==> src/rtl/mem_sweep_cmp.sv <==
// Read-sweep comparator: delays expected data by one clock to meet registered
// dout, counts mismatches (saturating). First-error capture under MEMCHK_FIRST_ERR_EN.
module mem_sweep_cmp #(
  parameter int unsigned WID_MEM = 4,
  parameter int unsigned ADDR_W  = 14,
  parameter int unsigned CNT_W   = 15
) (
  input  logic               clk,
  input  logic               reset,
  input  logic               clr,
  input  logic               issue_vld,
  input  logic [ADDR_W-1:0]  issue_addr,
  input  logic [WID_MEM-1:0] issue_exp,
  input  logic [WID_MEM-1:0] mem_dout,
`ifdef MEMCHK_FIRST_ERR_EN
  output logic               first_err_vld,
  output logic [ADDR_W-1:0]  first_err_addr,
  output logic [WID_MEM-1:0] first_err_data,
`endif
  output logic [CNT_W-1:0]   err_cnt
);

  localparam logic [CNT_W-1:0] CNT_MAX = '1;

  logic               vld_q, vld_d;
  logic [WID_MEM-1:0] exp_data_q, exp_data_d;
  logic [CNT_W-1:0]   err_cnt_q, err_cnt_d;
  logic               mismatch_c;

`ifdef MEMCHK_FIRST_ERR_EN
  logic [ADDR_W-1:0]  exp_addr_q, exp_addr_d;
  logic               fe_vld_q, fe_vld_d;
  logic [ADDR_W-1:0]  fe_addr_q, fe_addr_d;
  logic [WID_MEM-1:0] fe_data_q, fe_data_d;
`endif

  assign mismatch_c = vld_q && (mem_dout != exp_data_q);

  always_comb begin
    vld_d      = issue_vld;
    exp_data_d = issue_exp;
    err_cnt_d  = err_cnt_q;
    if (mismatch_c && (err_cnt_q != CNT_MAX)) begin
      err_cnt_d = err_cnt_q + CNT_W'(1);
    end
    if (clr) begin
      vld_d     = 1'b0;
      err_cnt_d = '0;
    end
  end

`ifdef MEMCHK_FIRST_ERR_EN
  // Only the first mismatch of a run is latched; clr re-arms the capture.
  always_comb begin
    exp_addr_d = issue_addr;
    fe_vld_d   = fe_vld_q;
    fe_addr_d  = fe_addr_q;
    fe_data_d  = fe_data_q;
    if (mismatch_c && !fe_vld_q) begin
      fe_vld_d  = 1'b1;
      fe_addr_d = exp_addr_q;
      fe_data_d = mem_dout;
    end
    if (clr) begin
      fe_vld_d  = 1'b0;
      fe_addr_d = '0;
      fe_data_d = '0;
    end
  end

  always_ff @(posedge clk or negedge reset) begin
    if (!reset) begin
      exp_addr_q <= '0;
      fe_vld_q   <= 1'b0;
      fe_addr_q  <= '0;
      fe_data_q  <= '0;
    end else begin
      exp_addr_q <= exp_addr_d;
      fe_vld_q   <= fe_vld_d;
      fe_addr_q  <= fe_addr_d;
      fe_data_q  <= fe_data_d;
    end
  end

  assign first_err_vld  = fe_vld_q;
  assign first_err_addr = fe_addr_q;
  assign first_err_data = fe_data_q;
`else
  logic unused_addr;
  assign unused_addr = ^issue_addr;
`endif

  always_ff @(posedge clk or negedge reset) begin
    if (!reset) begin
      vld_q      <= 1'b0;
      exp_data_q <= '0;
      err_cnt_q  <= '0;
    end else begin
      vld_q      <= vld_d;
      exp_data_q <= exp_data_d;
      err_cnt_q  <= err_cnt_d;
    end
  end

  assign err_cnt = err_cnt_q;

endmodule

==> config.mk <==
export PLATFORM = sky130hd
export DESIGN_NAME = mem_sweep_cmp
export DESIGN_NICKNAME = d
export VERILOG_FILES = /design/src/rtl/mem_sweep_cmp.sv
export SDC_FILE = /design/constraint.sdc
export NUM_CORES = 1
export LEC_CHECK = 0
export CORE_ASPECT_RATIO = 1.75
export CORE_UTILIZATION = 44
export CTS_CLUSTER_DIAMETER = 50
export DETAILED_ROUTE_END_ITERATION = 6
export PLACE_DENSITY = 0.87
export SLEW_MARGIN = 20
export SYNTH_ARGS = -nofsm -noshare
export SYNTH_HDL_FRONTEND = slang
export SYNTH_SLANG_ARGS = --single-unit
==> constraint.sdc <==
create_clock -name clk -period 2.5 [get_ports clk]
set_input_delay 0.5 -clock clk [delete_from_list [all_inputs] [get_ports clk]]
set_output_delay 0.5 -clock clk [all_outputs]
set_load 0.02 [all_outputs]
* Word level (Yosys, flattened, before mapping)
Index checks and enable logic that the tools add are counted.
Widths: inputs -> output; s select.
** Word-level totals
- Flip-flop bits (word level) :: 20
- Latch bits :: 0
- Memory bits (writable) :: 0
- ROM bits :: 0
- Logic and storage cells :: 12
- Memories kept :: 0
** Operators by class
- Add/sub/neg operators :: 1
- Multiply operators :: 0
- Div/mod/pow operators :: 0
- $lt $le $gt $ge :: 0
- Eq/ne operators :: 2
- Shift-type cells :: 0
- Muxes and demuxes :: 3
- Bitwise logic cells :: 0
- Reductions and logical operators :: 3
** Operator list (count)
- $mux 15 :: 2
- $add 15x1->15 const B :: 1
- $ne 15x15->1 const B :: 1
- $ne 4x4->1 :: 1
- $logic_and 1x1->1 :: 2
- $reduce_bool 2->1 :: 1
- $mux 1 :: 1

* Longest topological paths before layout
Gate-level depths: netlist of run 1.
- Depth in word-level cells :: 5
- Mapped depth :: 6
- Depth with buffers taken out :: 5

* Least setup slack after synthesis of run 1
No wires, ideal clock.
- Path type :: register -> register
- Start point :: register err_cnt_q[0] (netlist: err_cnt[0])
- End point :: register err_cnt_q[13] (netlist: err_cnt[13])
- Setup time :: 0.125 ns
- Arrival :: 1.843 ns
- Required time :: 2.375 ns
- Path slack :: 0.532 ns
- Cell stages (with the launch flop) :: 7
- Buffers on the path :: 1
- Path through :: dfrtp_1 ha_1 nand4_1 nor4_4 buf_6 nor4b_2 mux2_4
** Between the ends
- Cells in the longest elaborated chain, start to end :: 3
- Elaborated cells between the ends (all ways) :: 6
- Classes of those cells :: 1 x add/sub; 1 x eq/ne; 2 x mux; 2 x reduce/logical
** RTL lines
- start: declaration :: RTL line 27 : logic [CNT_W-1:0] err_cnt_q, err_cnt_d;
- start signal: assignment :: RTL line 101 : err_cnt_q <= err_cnt_d;
- $add 15x1->15 / $ne 15x15->1 (equally long branches) :: RTL line 44, 43
- $mux 15 / $logic_and 1x1->1 (equally long branches) :: RTL line 43 : if (mismatch_c && (err_cnt_q != CNT_MAX)) begin
- $mux 15 / $reduce_bool 2->1 (equally long branches)
Parallel ways exist; a longest one is shown, timed or not. The select of a mux whose other input is x is not followed.
A chain may end at the register's enable or synchronous reset.

* Final worst setup path of run 1
- Start point :: input mem_dout[1]
- End point :: register err_cnt_q[3] (netlist: err_cnt[3])
** Between the ends
- Cells in the longest elaborated chain, start to end :: 4
** RTL lines
- start: declaration :: RTL line 14 : input logic [WID_MEM-1:0] mem_dout,
- $ne 4x4->1 :: RTL line 37 : assign mismatch_c = vld_q && (mem_dout != exp_data_q);
- $logic_and 1x1->1 :: RTL line 37
- $logic_and 1x1->1 :: RTL line 43
- $reduce_bool 2->1 (no source line)
No other way between the ends.

==> results by group, run 1 <==
Outcome
  • Status: complete, no violations

Final layout
  • Most frequent cells in the layout: clkdlybuf4s50_1, dfrtp_1, nor2_1, a21oi_1, nand3_1
  • Share of layout cells above drive strength 1: 12.0%
  • Antenna diode count: 0
  • Nets: approximately 160
  • Most common cell after layout, fill and taps aside: clkdlybuf4s50_1
  • Finished Layout Cells: 158
  • Synthesis-to-layout area growth: 30.2%

Timing
  • Relative slew slack: 56.4%
  • RSZ-0062 raised after global routing: no
  • Worst Tran Pin Value: 0.653 ns
  • Clock skew: roughly 0.0044 ns
  • Max-slew violations: 0
  • Max frequency: about 470 MHz
  • Final period utilization: between 80% and 90%
  • Min cycle time layout: between 2 and 2.5 ns
  • Finish-stage setup viols: 0
  • Final worst setup slack: between 0.3 and 0.4 ns
  • Final Hold Fails: 0
  • Setup TNS Final: 0 ns

Worst setup path
  • Crit path required time: about 2.7 ns
  • Slowest stage cell on the critical path: or4_2
  • CP max stage delay: 0.64 ns
  • Beginning of the worst register-to-register path: err_cnt[0]
  • Kind of end point of the critical path: flop
  • Critical path type: in -> reg
  • Crit-path cells: clkdlybuf4s50_1, xor2_1, o41ai_4, buf_12, or4_2, a21oi_1
  • CP bufs+invs: 2
  • CP max FO: 22
  • Arrival time at the worst endpoint: approximately 2.3 ns
  • Worst setup path startpoint: mem_dout[1]
  • Largest delay share family, worst path: buffers and inverters
  • CP Launch Type: input port

Power
  • Worst IR drop on VDD: approximately 0.34 mV
  • Leakage power: 0.584 nW
  • Clock power frac: 34.0%
  • Internal power: 469 uW
  • Power Density: ~420 mW/mm^2
  • Sw power: about 140 uW
  • Register share of total power: 55.2%
  • Design Power: 605 uW
  • Switching part of the total power: between 20 and 25%
  • Share of total power in combinational logic: around 11%

Min path
  • Min-Delay Path Class: in -> async

Clock tree
  • Total CTS buffers: 3
  • Clk pin slew, worst setup/hold paths: approximately 0.070 ns
  • Max Root-Sink Buffers: 2
  • CTS Sinks: 20
  • # hold bufs at CTS: 0
  • Clock Tree Root: clkbuf_8
  • Setup bufs post-CTS: 0
  • CTS tree: yes
  • Worst skew pair latency: between 0.2 and 0.3 ns
  • Htree depth: 1
  • Post-CTS Resized: 0

Die
  • Total Die Area: around 0.0028 sq mm
  • # IOs: roughly 40
  • Horiz. Die Dim: 40.1 um
  • CORE AREA: between 0.002 and 0.0025 sq mm
  • Rows: 23
  • Initial core utilization: a little under half
  • Die Height: around 69 um

Synth
  • Synthesized instance count: between 100 and 150
  • #FFs+latches synth: 20
  • Syn avg cell area: roughly 11 sq um
  • Syn Nets: around 130
  • Distinct cells, synth: 31
  • Synthesis Warnings: 0
  • Register area share after synthesis: ~45%
  • Area of the mapped netlist: between 0.001 and 0.0015 sq mm

Global routing
  • Pin count of the biggest net entering global routing: 23
  • GR Layer Usage met3: under 10%
  • Grt met2 use: a little over a third
  • Gr usage total: 20.1%
  • Congestion Overflow GR: 0
  • Met1 usage: 22.6%
  • Initial antenna violation count: 0
  • Busiest grt layer: met2
  • Vias in the first global route: just under 900
  • First-pass GRT wire length: 3780 um

Placement
  • DP Worst Slack: ~0.074 ns
  • Placer Congestion: 0.845
  • Detailed Place HPWL: around 1700 um
  • Cells after DPL: around 160
  • Buffers on Ports: 26

Route
  • Vias: ~940
  • Final ANT Viol Nets: 0
  • DRT iter0 DRCs: just over 60
  • Vias per std cell: between 5 and 6
  • Final wirelength: 2380 um
  • Routed length per placed instance: 15.0 um
  • DRC viols: 0
  • Initial DRT Pass Iterations: 4

Job
  • Max-cap violations: 0
==> layout make-up <==
class                      instances  area (sq um)
fill                             195           902
multi-input combinational         77           571
inverter                           3          11.3
timing repair buffer              30           303
tap                               25          31.3
sequential                        20           500
clock buffer                       3          41.3
==> flip-flops by register name (all words and copies together) (netlist names) <==
signal / flops
exp_data_q: 4
vld_q: 1
err_cnt: 15
==> final timing paths <==
check                              endpoint  slack (ns)  cells past startpoint
worst min register to register  err_cnt[14]        0.58                      2
max in group asynchronous       err_cnt[10]        1.71                      2
worst max-delay path             err_cnt[3]        0.36                      6
min in group clk                err_cnt[14]        0.58                      2
worst max register to register   err_cnt[7]        0.48                      6
worst min-delay path             err_cnt[1]        0.58                      2
==> power by group through the flow <==
stage / Clock, mW / Sequential [mW] / Combinational (mW)
finish: 0.206 / 0.334 / 0.0651
global route: 0.223 / 0.335 / 0.0715
CTS: 0.207 / 0.334 / 0.0660
detailed placement: 0 / 0.340 / 0.0655
global placement: 0 / 0.340 / 0.0640
floorplan: 0 / 0.341 / 0.0280
==> synthesized netlist by cell type <==
cell | instances | area share, %
a21oi_1 | 8 | 3.6
and3_1 | 1 | 0.56
and3_2 | 1 | 0.67
buf_4 | 1 | 0.67
buf_6 | 2 | 2.0
clkbuf_1 | 2 | 0.67
dfrtp_1 | 20 | 45
ha_1 | 1 | 1.1
inv_1 | 3 | 1.0
mux2_1 | 4 | 4.0
mux2_4 | 2 | 2.7
mux2i_1 | 1 | 0.89
nand2_1 | 4 | 1.3
nand2b_1 | 2 | 1.1
nand3_1 | 7 | 3.1
nand4_1 | 2 | 1.1
nand4_4 | 1 | 1.9
nor2_1 | 9 | 3.0
nor2b_1 | 6 | 3.4
nor3_1 | 1 | 0.45
nor4_1 | 4 | 2.2
nor4_2 | 1 | 1.1
nor4_4 | 1 | 1.9
nor4b_2 | 1 | 1.3
o21ai_0 | 1 | 0.45
o31ai_1 | 6 | 4.0
o41ai_4 | 1 | 2.5
or3_1 | 1 | 0.56
or4_1 | 6 | 4.0
or4_2 | 1 | 0.78
xor2_1 | 4 | 3.1
==> through the flow <==
stage	hold WS, ns	utilization (%)	area [sq um]
2_1_floorplan	0.204	-	1120
3_3_place_gp	0.530	60.0	1420
3_5_place_dp	0.540	60.0	1420
4_1_cts	0.586	61.8	1460
5_1_grt	0.615	61.8	1460
6_report	0.578	61.8	1460
==> cell families after synthesis <==
family          after synthesis  share of synthesized area, %
simple gates                 49                          28.6
flops                        20                          44.7
compound gates               16                          10.5
buf+inv                       8                          4.36
mux                           7                          7.60
xor+xnor                      4                          3.13
fa+ha+maj                     1                          1.12
==> layer usage <==
| metal | vias up | wire length (um) |
|---|---|---|
| met4 | 0 | 62 |
| met2 | 31 | 1290 |
| met3 | 7 | 109 |
| met5 | - | 0 |
| li1 | 448 | - |
| met1 | 458 | 909 |
==> worst register-to-register path, stage by stage, from the launching register on <==
cell and delay, ns:
dfrtp_1 0.44, ha_1 0.28, nand4_1 0.18, nor4_4 0.40, buf_4 0.25, nor4_2 0.07, mux2_4 0.29
Note: power is estimated with default switching activity, not from simulation.
==> run 2: changes to the inputs <==
--- a/config.mk
+++ b/config.mk
@@ -10,7 +10,7 @@
 export CTS_CLUSTER_DIAMETER = 50
 export DETAILED_ROUTE_END_ITERATION = 6
 export PLACE_DENSITY = 0.87
-export SLEW_MARGIN = 20
+export SLEW_MARGIN = 30
 export SYNTH_ARGS = -nofsm -noshare
 export SYNTH_HDL_FRONTEND = slang
 export SYNTH_SLANG_ARGS = --single-unit
==> results of run 2 <==
No change in the layout: final DEF, timing and power equal those of run 1.
